**config.mk**
```make
export PLATFORM = sky130hd
export DESIGN_NAME = crc_frame_tx
export DESIGN_NICKNAME = d
export VERILOG_FILES = /design/src/rtl/crc_frame_tx.sv
export SDC_FILE = /design/constraint.sdc
export NUM_CORES = 1
export LEC_CHECK = 0
export CORE_ASPECT_RATIO = 0.6
export CORE_MARGIN = 8
export CORE_UTILIZATION = 54
export CTS_BUF_LIST = sky130_fd_sc_hd__clkbuf_8
export CTS_CLUSTER_SIZE = 12
export DETAILED_ROUTE_END_ITERATION = 8
export PLACE_DENSITY_LB_ADDON = 0.15
export RECOVER_POWER = 25
export REMOVE_ABC_BUFFERS = 1
export SYNTH_ARGS = -nofsm -noshare
export SYNTH_HDL_FRONTEND = slang
export SYNTH_SLANG_ARGS = --single-unit
```
**constraint.sdc**
```tcl
create_clock -name clk -period 5.4 [get_ports clk]
set_input_delay 1.35 -clock clk [delete_from_list [all_inputs] [get_ports clk]]
set_output_delay 1.35 -clock clk [all_outputs]
set_load 0.05 [all_outputs]
```
**src/rtl/crc_frame_tx.sv**
```systemverilog
// crc_frame_tx: transmit framing stage in front of a parallel CCITT CRC engine.
// Forwards payload bytes through a one-deep output register, steers the CRC
// engine's init/enable/data inputs, then appends the engine's 16-bit result as
// two trailing bytes (high byte first). Enforces a maximum frame length and
// counts completed frames.
module crc_frame_tx #(
  parameter int unsigned MAX_LEN = 1024,
  parameter int unsigned CNT_W   = 16
) (
  input  logic             clk,
  input  logic             reset,
  input  logic             in_valid,
  input  logic [7:0]       in_data,
  input  logic             in_last,
  output logic             in_ready,
  output logic             out_valid,
  output logic [7:0]       out_data,
  output logic             out_last,
  input  logic             out_ready,
  output logic             crc_enable,
  output logic             crc_init,
  output logic [7:0]       crc_data,
  input  logic [15:0]      crc_in,
  output logic             err_len,
  output logic [CNT_W-1:0] frame_count
);

  typedef enum logic [1:0] {
    S_INIT,
    S_DATA,
    S_CRC_HI,
    S_CRC_LO
  } state_e;

  // Counter value of the byte that is forced to close the frame.
  localparam logic [15:0] LAST_IDX = 16'(MAX_LEN - 1);

  state_e           state_q, state_d;
  logic             out_valid_q, out_valid_d;
  logic [7:0]       out_data_q, out_data_d;
  logic             out_last_q, out_last_d;
  logic             err_len_q, err_len_d;
  logic [CNT_W-1:0] frame_count_q, frame_count_d;
  logic [15:0]      cnt_q, cnt_d;
  logic             slot_free;
  logic             accept;

  // The output register may take a new byte when empty or being drained now.
  assign slot_free = !out_valid_q || out_ready;

  assign out_valid   = out_valid_q;
  assign out_data    = out_data_q;
  assign out_last    = out_last_q;
  assign err_len     = err_len_q;
  assign frame_count = frame_count_q;

  // Next-state, output-register load and CRC engine steering.
  always_comb begin
    // NOTE: every signal gets a default before the case so no path leaves it
    // unassigned, which would otherwise infer a latch.
    state_d       = state_q;
    out_valid_d   = out_valid_q && !out_ready;
    out_data_d    = out_data_q;
    out_last_d    = out_last_q;
    err_len_d     = 1'b0;
    frame_count_d = frame_count_q;
    cnt_d         = cnt_q;
    in_ready      = 1'b0;
    accept        = 1'b0;
    crc_enable    = 1'b0;
    crc_init      = 1'b0;
    crc_data      = 8'h00;

    case (state_q)
      S_INIT: begin
        // One cycle to preset the engine to 0xFFFF before the first byte.
        crc_enable = 1'b1;
        crc_init   = 1'b1;
        state_d    = S_DATA;
      end

      S_DATA: begin
        in_ready = slot_free;
        accept   = in_valid && slot_free;
        if (accept) begin
          crc_enable  = 1'b1;
          crc_data    = in_data;
          out_data_d  = in_data;
          out_last_d  = 1'b0;
          out_valid_d = 1'b1;
          cnt_d       = cnt_q + 16'd1;
          if (in_last || (cnt_q == LAST_IDX)) begin
            // A length-forced close without in_last is a truncation.
            cnt_d     = 16'd0;
            err_len_d = !in_last;
            state_d   = S_CRC_HI;
          end
        end
      end

      S_CRC_HI: begin
        // Engine is idle here, so crc_in is stable for both CRC bytes.
        if (slot_free) begin
          out_data_d  = crc_in[15:8];
          out_last_d  = 1'b0;
          out_valid_d = 1'b1;
          state_d     = S_CRC_LO;
        end
      end

      S_CRC_LO: begin
        if (slot_free) begin
          out_data_d    = crc_in[7:0];
          out_last_d    = 1'b1;
          out_valid_d   = 1'b1;
          frame_count_d = frame_count_q + CNT_W'(1);
          state_d       = S_INIT;
        end
      end

      default: state_d = S_INIT;
    endcase
  end

  // State and output registers; reset discards any partial frame.
  always_ff @(posedge clk or negedge reset) begin
    if (!reset) begin
      state_q       <= S_INIT;
      out_valid_q   <= 1'b0;
      out_data_q    <= 8'h00;
      out_last_q    <= 1'b0;
      err_len_q     <= 1'b0;
      frame_count_q <= '0;
      cnt_q         <= 16'd0;
    end else begin
      // NOTE: non-blocking assignments so every register samples the values
      // computed before this edge, independent of statement order.
      state_q       <= state_d;
      out_valid_q   <= out_valid_d;
      out_data_q    <= out_data_d;
      out_last_q    <= out_last_d;
      err_len_q     <= err_len_d;
      frame_count_q <= frame_count_d;
      cnt_q         <= cnt_d;
    end
  end

endmodule
```
# Yosys cells after proc, flatten, opt, wreduce, memory -nomap -nowiden
# Cells that the tools add are included.
[op_classes] addsub=2 n_mul=0 div_mod_pow=0 magnitude_cmp=0 n_eq_ne=8 shift=0 mux=26 bitwise=0 n_reduce_logical=14
[op_table] op="two-way mux 8 bit" n=5
[op_table] op="adder 16 x 1 -> 16 bit (second input constant)" n=2
[op_table] op="case mux 8 bit (3 select lines)" n=1
[op_table] op="== test 16 x 10 -> 1 bit (second input constant)" n=1
[op_table] op="two-way mux 16 bit" n=1
[op_table] op="two-way mux 1 bit" n=11
[op_table] op="two-way mux 2 bit" n=4
[op_table] op="!= test 2 bit (second input constant)" n=4
[op_table] op="case mux 2 bit (4 select lines)" n=1
[op_table] op="AND reduction 4 bit" n=2
[op_table] op="== test 2 bit (second input constant)" n=2
[op_table] op="case mux 1 bit (2 select lines)" n=2
[op_table] op="AND reduction 2 bit" n=2
[op_table] op="zero test 1 bit" n=3
[op_table] op="case mux 1 bit (3 select lines)" n=1
[op_table] op="nonzero test 3 bit" n=1
[op_table] op="== test 2 x 1 -> 1 bit (second input constant)" n=1
[op_table] op="logical AND 1 bit" n=2
[op_table] op="zero test 2 bit" n=1
[op_table] op="logical OR 1 bit" n=2
[op_table] op="OR reduction 2 bit" n=1
[word_totals] ff_bits=45 latch_bits=0 mem_bits_rw=0 romBits=0 in_bits=29 output_inout_bits=38 memories=0

# Longest topological paths before layout
# Gate-level depths: netlist (run 1).
[logic_depth] word_depth=5 depth_mapped=7 mapped_depth_nobuf=6

# Least setup slack after synthesis (run 1)
# No wires, ideal clock.
[synth_path] path_type="input-to-output" startpoint="in out_ready" endpoint="out crc_data[4]" t_arrival_ns=2.472 path_slack_ns=1.578 stages=4 path_buffers=1 cell_sequence="nand2b_1 -> and3_1 -> clkbuf_1 -> and2_1"
[synth_between] elab_chain_len=4
[synth_rtl] item="start, declared" line="19" source="input logic out_ready,"
[synth_rtl] item="logical OR 1 bit" line="49" source="assign slot_free = !out_valid_q || out_ready;"
[synth_rtl] item="logical AND 1 bit" line="84" source="accept = in_valid && slot_free;"
[synth_rtl] item="two-way mux 8 bit" line="85" source="if (accept) begin"
[synth_rtl] item="two-way mux 8 bit" line="74" source="case (state_q)"
[synth_rtl] item="end, declared" line="22" source="output logic [7:0] crc_data,"
# No other way between the ends.

# Worst setup path after layout (run 1)
[layout_path] startpoint="in out_ready" endpoint="out crc_data[3]"
# The elaborated chain is that of the path after synthesis.

==> results of run 1 <==
layer usage:
| metal | GRT usage (%) | wire length, µm |
|---|---|---|
| met3 | 4.77 | 676 |
| met1 | 27.1 | 2950 |
| met2 | 29.4 | 2680 |
| met5 | 0 | 0 |
| met4 | 7.26 | 59 |
state kept, by name (all words and copies together) (netlist names):
register and flops:
out_last 1, cnt_q 16, state_q 2, err_len 1, out_valid 1, out_data 8, frame_count 16
report_power, final:
group	switching [mW]	internal [mW]	total [mW]
registers	0.0682	0.415	0.483
logic	0.525	0.281	0.806
clock network	0.113	0.149	0.262
total	0.706	0.845	1.55
placed cells by master (no fill, tap or decap), types with 2 or more instances in the layout:
| master | count |
|---|---|
| a21oi_1 | 6 |
| a22oi_1 | 8 |
| a31oi_1 | 20 |
| a41oi_1 | 2 |
| and2_1 | 10 |
| and3_1 | 9 |
| and4_1 | 2 |
| buf_4 | 2 |
| clkbuf_8 | 6 |
| clkdlybuf4s50_1 | 65 |
| dfrtp_1 | 45 |
| ha_1 | 6 |
| inv_1 | 7 |
| mux2_2 | 2 |
| nand2_1 | 30 |
| nand2b_1 | 4 |
| nand3_1 | 9 |
| nand4_1 | 9 |
| nor2_1 | 14 |
| nor2b_1 | 2 |
| nor3_1 | 4 |
| nor4_1 | 2 |
| o21ai_0 | 9 |
| o31ai_1 | 5 |
| or3_1 | 2 |
| or4_1 | 4 |
| xnor2_1 | 12 |
| xor2_1 | 3 |
stage by stage:
| step | std cells | power, mW | hold slack (ns) |
|---|---|---|---|
| 2_1_floorplan | 238 | 1.02 | 0.464 |
| 3_3_place_gp | 369 | 1.28 | 0.462 |
| 3_5_place_dp | 369 | 1.30 | 0.465 |
| 4_1_cts | 377 | 1.56 | 0.481 |
| 5_1_grt | 377 | 1.65 | 0.509 |
| 6_report | 377 | 1.55 | 0.481 |
area by class of cell:
type                    count  area (µm²)
multi-input cells         187        1240
fillers                   343        1190
flip-flops and latches     45        1130
repair buffers             68         669
clock buffers               6        82.6
well taps                  63        78.8
clock inverters             2        33.8
inverters                   6        22.5
cell families (layout without fill, tap and decap cells):
group | count (synthesis) | after routing | share of synthesized area, %
adders and majority gates | 6 | 6 | 3.09
buffers and inverters | 16 | 82 | 2.78
muxes | 4 | 4 | 1.80
AOI/OAI and AO/OA | 54 | 54 | 15.8
and+or+nand+nor | 108 | 108 | 24.8
xor gates and xnor gates | 15 | 15 | 5.40
DFF | 45 | 45 | 46.3
how the worst max path moves through the flow:
| stage | startpoint | to | slack, ns |
|---|---|---|---|
| floorplan | out_ready | crc_data[0] | 1.69 |
| CTS | out_ready | crc_data[3] | 0.54 |
| finish | out_ready | crc_data[3] | 0.56 |
| global route | out_ready | crc_data[0] | 0.44 |
| global placement | out_ready | crc_data[3] | 0.58 |
| detailed placement | out_ready | crc_data[3] | 0.53 |
critical path, stage by stage:
cell and delay [ns]:
clkdlybuf4s50_1 0.47, nand2b_1 0.22, and3_1 0.45, and2_1 0.19, clkdlybuf4s50_1 0.80
==> metrics.md, run 1 <==
| Metric | Value |
|---|---|
| Sequential area share after synthesis | `46.3%` |
| Failing checks | `max-capacitance violations, max-slew violations` |
| Layout cells sized above 1 | `6.37%` |
| R2R cell count | `4` |
| TNS Setup | `0 ns` |
| Number of resized instances in the post-cts repair step | `0` |
| Critical Path AT | `3.49 ns` |
| FFs w/ async S/R, synth | `100%` |
| Clock slew seen by the registers of the worst setup and hold paths | `0.09 ns` |
| Kind of path behind the tightest hold check | `reg -> reg` |
| Detailed-route DRC error count | `0` |
| Hold Crit Start | `frame_count[15]` |
| Starting DRT DRC Count | `211` |
| Number of H-tree branching levels | `2` |
| Total Nets Final | `348` |
| Category of the worst setup path capture point | `output port` |
| Clock Skews | `0.0115 ns` |
| Half-perimeter wire length after placement | `4.72 mm` |
| Required time at the endpoint of the critical path | `4.05 ns` |
| Highest attainable clock frequency | `206 MHz` |
| Post-route fraction of the period consumed by the critical path | `89.7%` |
| Number of buffers added to fix hold violations after cts | `0` |
| Post-CTS setup repair buffer count | `0` |
| Pin count of the biggest net entering global routing | `46` |
| Synth area leader | `dfrtp_1` |
| Die span in y | `68.0 µm` |
| Mapped Avg Cell Area | `9.80 µm²` |
| Number of cells on the worst hold path | `1` |
| Area grow syn2layout | `33.7%` |
| Startpoint type of the worst setup path | `input port` |
| Most used standard cell by instance count after synthesis | `dfrtp_1` |
| Overall fraction of global-route tracks in use | `19.6%` |
| Synth Cell Area | `0.00243 mm²` |
| Most instantiated cells after synthesis | `45 x dfrtp_1, 30 x nand2_1, 20 x a31oi_1` |
| Status | `complete, but fails checks` |
| Area share of the largest cell type after synthesis | `46.3%` |
| Drt wl/cell | `16.9 µm` |
| First-pass iteration count of the detailed router | `4` |
| Smallest setup slack after layout | `0.556 ns` |
| Initial core utilization | `54.7%` |
| Number of buffers inserted during clock tree synthesis | `5` |
| Pleak | `1.34 nW` |
| TritonCTS clock tree | `done` |
| Clock tree buffer depth | `2` |
| Via count of the routed design | `2203` |
| FF-to-FF Start | `state_q[0]` |
| Antenna Nets Post-Route | `0` |
| Count of buffers inserted at the top-level ports | `66` |
| Main synth FF type | `dfrtp_1` |
| Shortest clock period the worst path allows after layout | `4.84 ns` |
| Die outline width | `103 µm` |
| Power density relative to cell area | `477 mW/mm²` |
| Antenna diodes | `0` |
| Routed Wire Length | `6.37 mm` |
| Worst Tran Pin Value | `2.42 ns` |
| Cells after synthesis | `248` |
| Clock sink count | `45` |
| Initial antenna violation count | `0` |
| Total congestion overflow after global routing | `0` |
| Routed vias/inst | `5.84` |
| CTS Root Buffer Type | `clkbuf_8` |
| Headroom to the max-slew limit | `-61.0%` |
| Highest ir drop seen on vdd | `0.000469 V` |
| Last weighted congestion value of the routability-driven placer | `0.842` |
| Largest fanout on the critical path | `11` |
| Final Util | `73.1%` |
| Synthesis-stage register bit count | `45` |
| First-pass GRT wire length | `10.6 mm` |
| Setup-failing EPs final | `0` |
| Endpoints failing hold | `0` |
| Number of maximum-capacitance constraint violations | `1` |
| Slack of the worst reg-to-reg path | `2.83 ns` |
| Final instance area | `0.00325 mm²` |
| Capture point of the worst reg-to-reg path | `out_last` |
| Clock latency at the later pin of the worst-skew pair | `0.30 ns` |
| Setup CP Type | `in -> out` |
| Setup repair after global routing missed its margin | `false` |
| Area enclosed by the die boundary | `0.00698 mm²` |
| Worst-case setup slack after placement | `0.530 ns` |
| Area after DPL | `0.00314 mm²` |
| Top cells by area in the synthesized netlist | `dfrtp_1 46%, a31oi_1 5.1%, nand2_1 4.6%, xnor2_1 4.3%, ha_1 3.1%` |
| EDFF count, synth | `0` |
| Synth unique cells | `41` |
| Yosys warning total | `0` |
| Number of rows created at floorplan | `19` |
| Count of boundary I/O pins | `67` |
| Via count of the first global-routing pass | `2093` |
| Hold-critical path endpoint | `frame_count[15]` |
| Core Region | `0.00445 mm²` |
| Slew Viols, Final | `46` |
No activity file was read; power rests on OpenSTA's default activity.
==> inputs of run 2 (changes only) <==
--- a/constraint.sdc
+++ b/constraint.sdc
@@ -3,2 +3,2 @@
 set_output_delay 1.35 -clock clk [all_outputs]
-set_load 0.05 [all_outputs]
+set_load 0.01 [all_outputs]
==> run 2 against run 1 <==
  * The run still ends with max-capacitance violations, max-slew violations left
  * Design area is 1.0% lower
  * Sequential share of layout area up 0.36 points
  * Non-clock buffer count unchanged
  * Sequential cell count is the same
  * Register-to-register slack improved by 0.04 ns
  * Critical path depth stayed put
  * Wire length shrank 1.5%
  * Cell count is the same
  * Clock power down 24%
==> metrics.md, run 2 (same netlist as run 1, synthesis figures left out) <==
| Metric | Value |
|---|---|
| Die span in y | `68.0 µm (unchanged)` |
| Commonest non-fill, non-tap cells in the layout | `65 x clkdlybuf4s50_1, 45 x dfrtp_1, 30 x nand2_1` |
| Initial core utilization | `54.7% (unchanged)` |
| Overall fraction of global-route tracks in use | `19.3% (-0.32 points)` |
| Largest fanout on the critical path | `11 (unchanged)` |
| Antenna diodes | `0 (unchanged)` |
| Number of maximum-capacitance constraint violations | `1 (unchanged)` |
| Clock power share | `15.7% (-1.2 points)` |
| Sw frac | `37.9% (-7.6 points)` |
| Area grow syn2layout | `32.3%` |
| Post-route fraction of the period consumed by the critical path | `85.6% (-4.1 points)` |
| First-pass iteration count of the detailed router | `4 (unchanged)` |
| Last weighted congestion value of the routability-driven placer | `0.842 (about the same)` |
| Detailed-route DRC error count | `0 (unchanged)` |
| Clock sink count | `45 (unchanged)` |
| Setup CP Type | `in -> out` |
| DP Cell Count | `369 (unchanged)` |
| Core Region | `0.00445 mm² (unchanged)` |
| Leading cell type in the layout, fill and taps excluded | `clkdlybuf4s50_1` |
| Total Nets Final | `348 (unchanged)` |
| Number of resized instances in the post-cts repair step | `0 (unchanged)` |
| Die outline width | `103 µm (unchanged)` |
| Highest ir drop seen on vdd | `0.000347 V (-26%)` |
| Highest attainable clock frequency | `216 MHz (+4.8%)` |
| TritonCTS clock tree | `done` |
| Kind of path behind the tightest hold check | `reg -> reg` |
| Area enclosed by the die boundary | `0.00698 mm² (unchanged)` |
| Routed vias/inst | `5.80 (-0.77%)` |
| Starting DRT DRC Count | `128 (-39%)` |
| Internal power | `785 µW (-7.1%)` |
| Shortest clock period the worst path allows after layout | `4.62 ns (-0.220 ns)` |
| Drt wl/cell | `16.6 µm (-1.5%)` |
| Via count of the first global-routing pass | `2070 (-1.1%)` |
| Total congestion overflow after global routing | `0 (unchanged)` |
| Post-CTS setup repair buffer count | `0 (unchanged)` |
| Setup repair after global routing missed its margin | `false` |
| Clock latency at the later pin of the worst-skew pair | `0.30 ns (about the same)` |
| Clock Skews | `0.00497 ns (-0.00655 ns)` |
| Endpoints failing hold | `0 (unchanged)` |
| Net load switching power | `479 µW (-32%)` |
| Initial antenna violation count | `0 (unchanged)` |
| Comb power frac | `46.0% (-6.0 points)` |
| CTS Root Buffer Type | `clkbuf_8` |
| Headroom to the max-slew limit | `-56.3% (+4.7 points)` |
| Power share of the sequential group | `38.2% (+7.0 points)` |
| Power density relative to cell area | `393 mW/mm² (-18%)` |
| Critical Path AT | `3.27 ns (-0.22 ns)` |
| Clock tree buffer depth | `2 (unchanged)` |
| Layout cells sized above 1 | `6.37% (unchanged)` |
| Pleak | `1.33 nW (-1.0%)` |
| Count of buffers inserted at the top-level ports | `66 (unchanged)` |
| Failing checks | `max-capacitance violations, max-slew violations` |
| Routed Wire Length | `6.27 mm (-1.5%)` |
| Via count of the routed design | `2186 (-0.77%)` |
| First-pass GRT wire length | `10.4 mm (-1.1%)` |
| Antenna Nets Post-Route | `0 (unchanged)` |
| TNS Setup | `0 ns (unchanged)` |
| Post-route non-filler standard cell count | `377 (unchanged)` |
| Number of buffers added to fix hold violations after cts | `0 (unchanged)` |
| Status | `complete, but fails checks` |
| Pin count of the biggest net entering global routing | `46 (unchanged)` |
| Clock slew seen by the registers of the worst setup and hold paths | `0.08 ns (about the same)` |
| Count of boundary I/O pins | `67 (unchanged)` |
| Half-perimeter wire length after placement | `4.79 mm (+1.3%)` |
| Startpoint type of the worst setup path | `input port` |
| Worst Tran Pin Value | `2.34 ns (-0.0706 ns)` |
| Number of H-tree branching levels | `2 (unchanged)` |
| Setup-failing EPs final | `0 (unchanged)` |
| Number of rows created at floorplan | `19 (unchanged)` |
| Required time at the endpoint of the critical path | `4.05 ns (about the same)` |
| Slew Viols, Final | `46 (unchanged)` |
| Number of buffers inserted during clock tree synthesis | `5 (unchanged)` |
| Category of the worst setup path capture point | `output port` |
-- run 2: metrics by stage --
step | total power [mW] | setup WS (ns) | util, % | area (µm²) | hold WS, ns
after floorplan | 0.805 | 1.96 | - | 2390 | 0.464
after global placement | 1.06 | 0.851 | 70.5 | 3140 | 0.462
after detailed placement | 1.08 | 0.772 | 70.5 | 3140 | 0.471
after CTS | 1.28 | 0.771 | 72.4 | 3220 | 0.485
after global routing | 1.37 | 0.670 | 72.4 | 3220 | 0.515
final | 1.26 | 0.776 | 72.4 | 3220 | 0.489
-- run 2: routing by layer --
layer / routed length (µm) / GRT usage [%] / part of all wire, % / vias up
li1: - / - / - / 1054
met5: 0 / 0 / 0 / -
met2: 2560 / 27.8 / 41 / 74
met3: 559 / 5.69 / 8.9 / 7
met1: 3100 / 27.7 / 49 / 1051
met4: 55 / 4.90 / 0.88 / 0
-- run 2: worst paths after layout --
path	startpoint	end	slack, ns	depth (start not counted)
worst min-delay path	frame_count[8]	frame_count[8]	0.49	1
worst min register to register	frame_count[8]	frame_count[8]	0.49	1
worst max-delay path	out_ready	crc_data[3]	0.78	5
worst max register to register	state_q[0]	out_last	2.87	5
min in group asynchronous	reset	frame_count[2]	1.75	1
max in group asynchronous	reset	frame_count[0]	2.32	1
-- run 2: layout make-up --
type                            instances  area (µm²)
Multi-Input combinational cell        187        1240
Fill cell                             382        1230
Sequential cell                        45        1130
Timing Repair Buffer                   68         669
Tap cell                               63        78.8
Clock buffer                            5        68.8
Inverter                                6        22.5
Clock inverter                          3        13.8
-- run 2: critical path, cell delays in order --
cell and delay (ns):
clkdlybuf4s50_1 0.47, nand2b_1 0.23, and3_1 0.49, and2_1 0.19, clkdlybuf4s50_1 0.54
-- run 2: power by group through the flow --
stage	combinational (mW)	sequential, mW	clock [mW]
6_report	0.582	0.483	0.199
5_1_grt	0.648	0.494	0.224
4_1_cts	0.589	0.483	0.205
3_5_place_dp	0.587	0.489	0
3_3_place_gp	0.578	0.486	0
2_1_floorplan	0.301	0.504	0
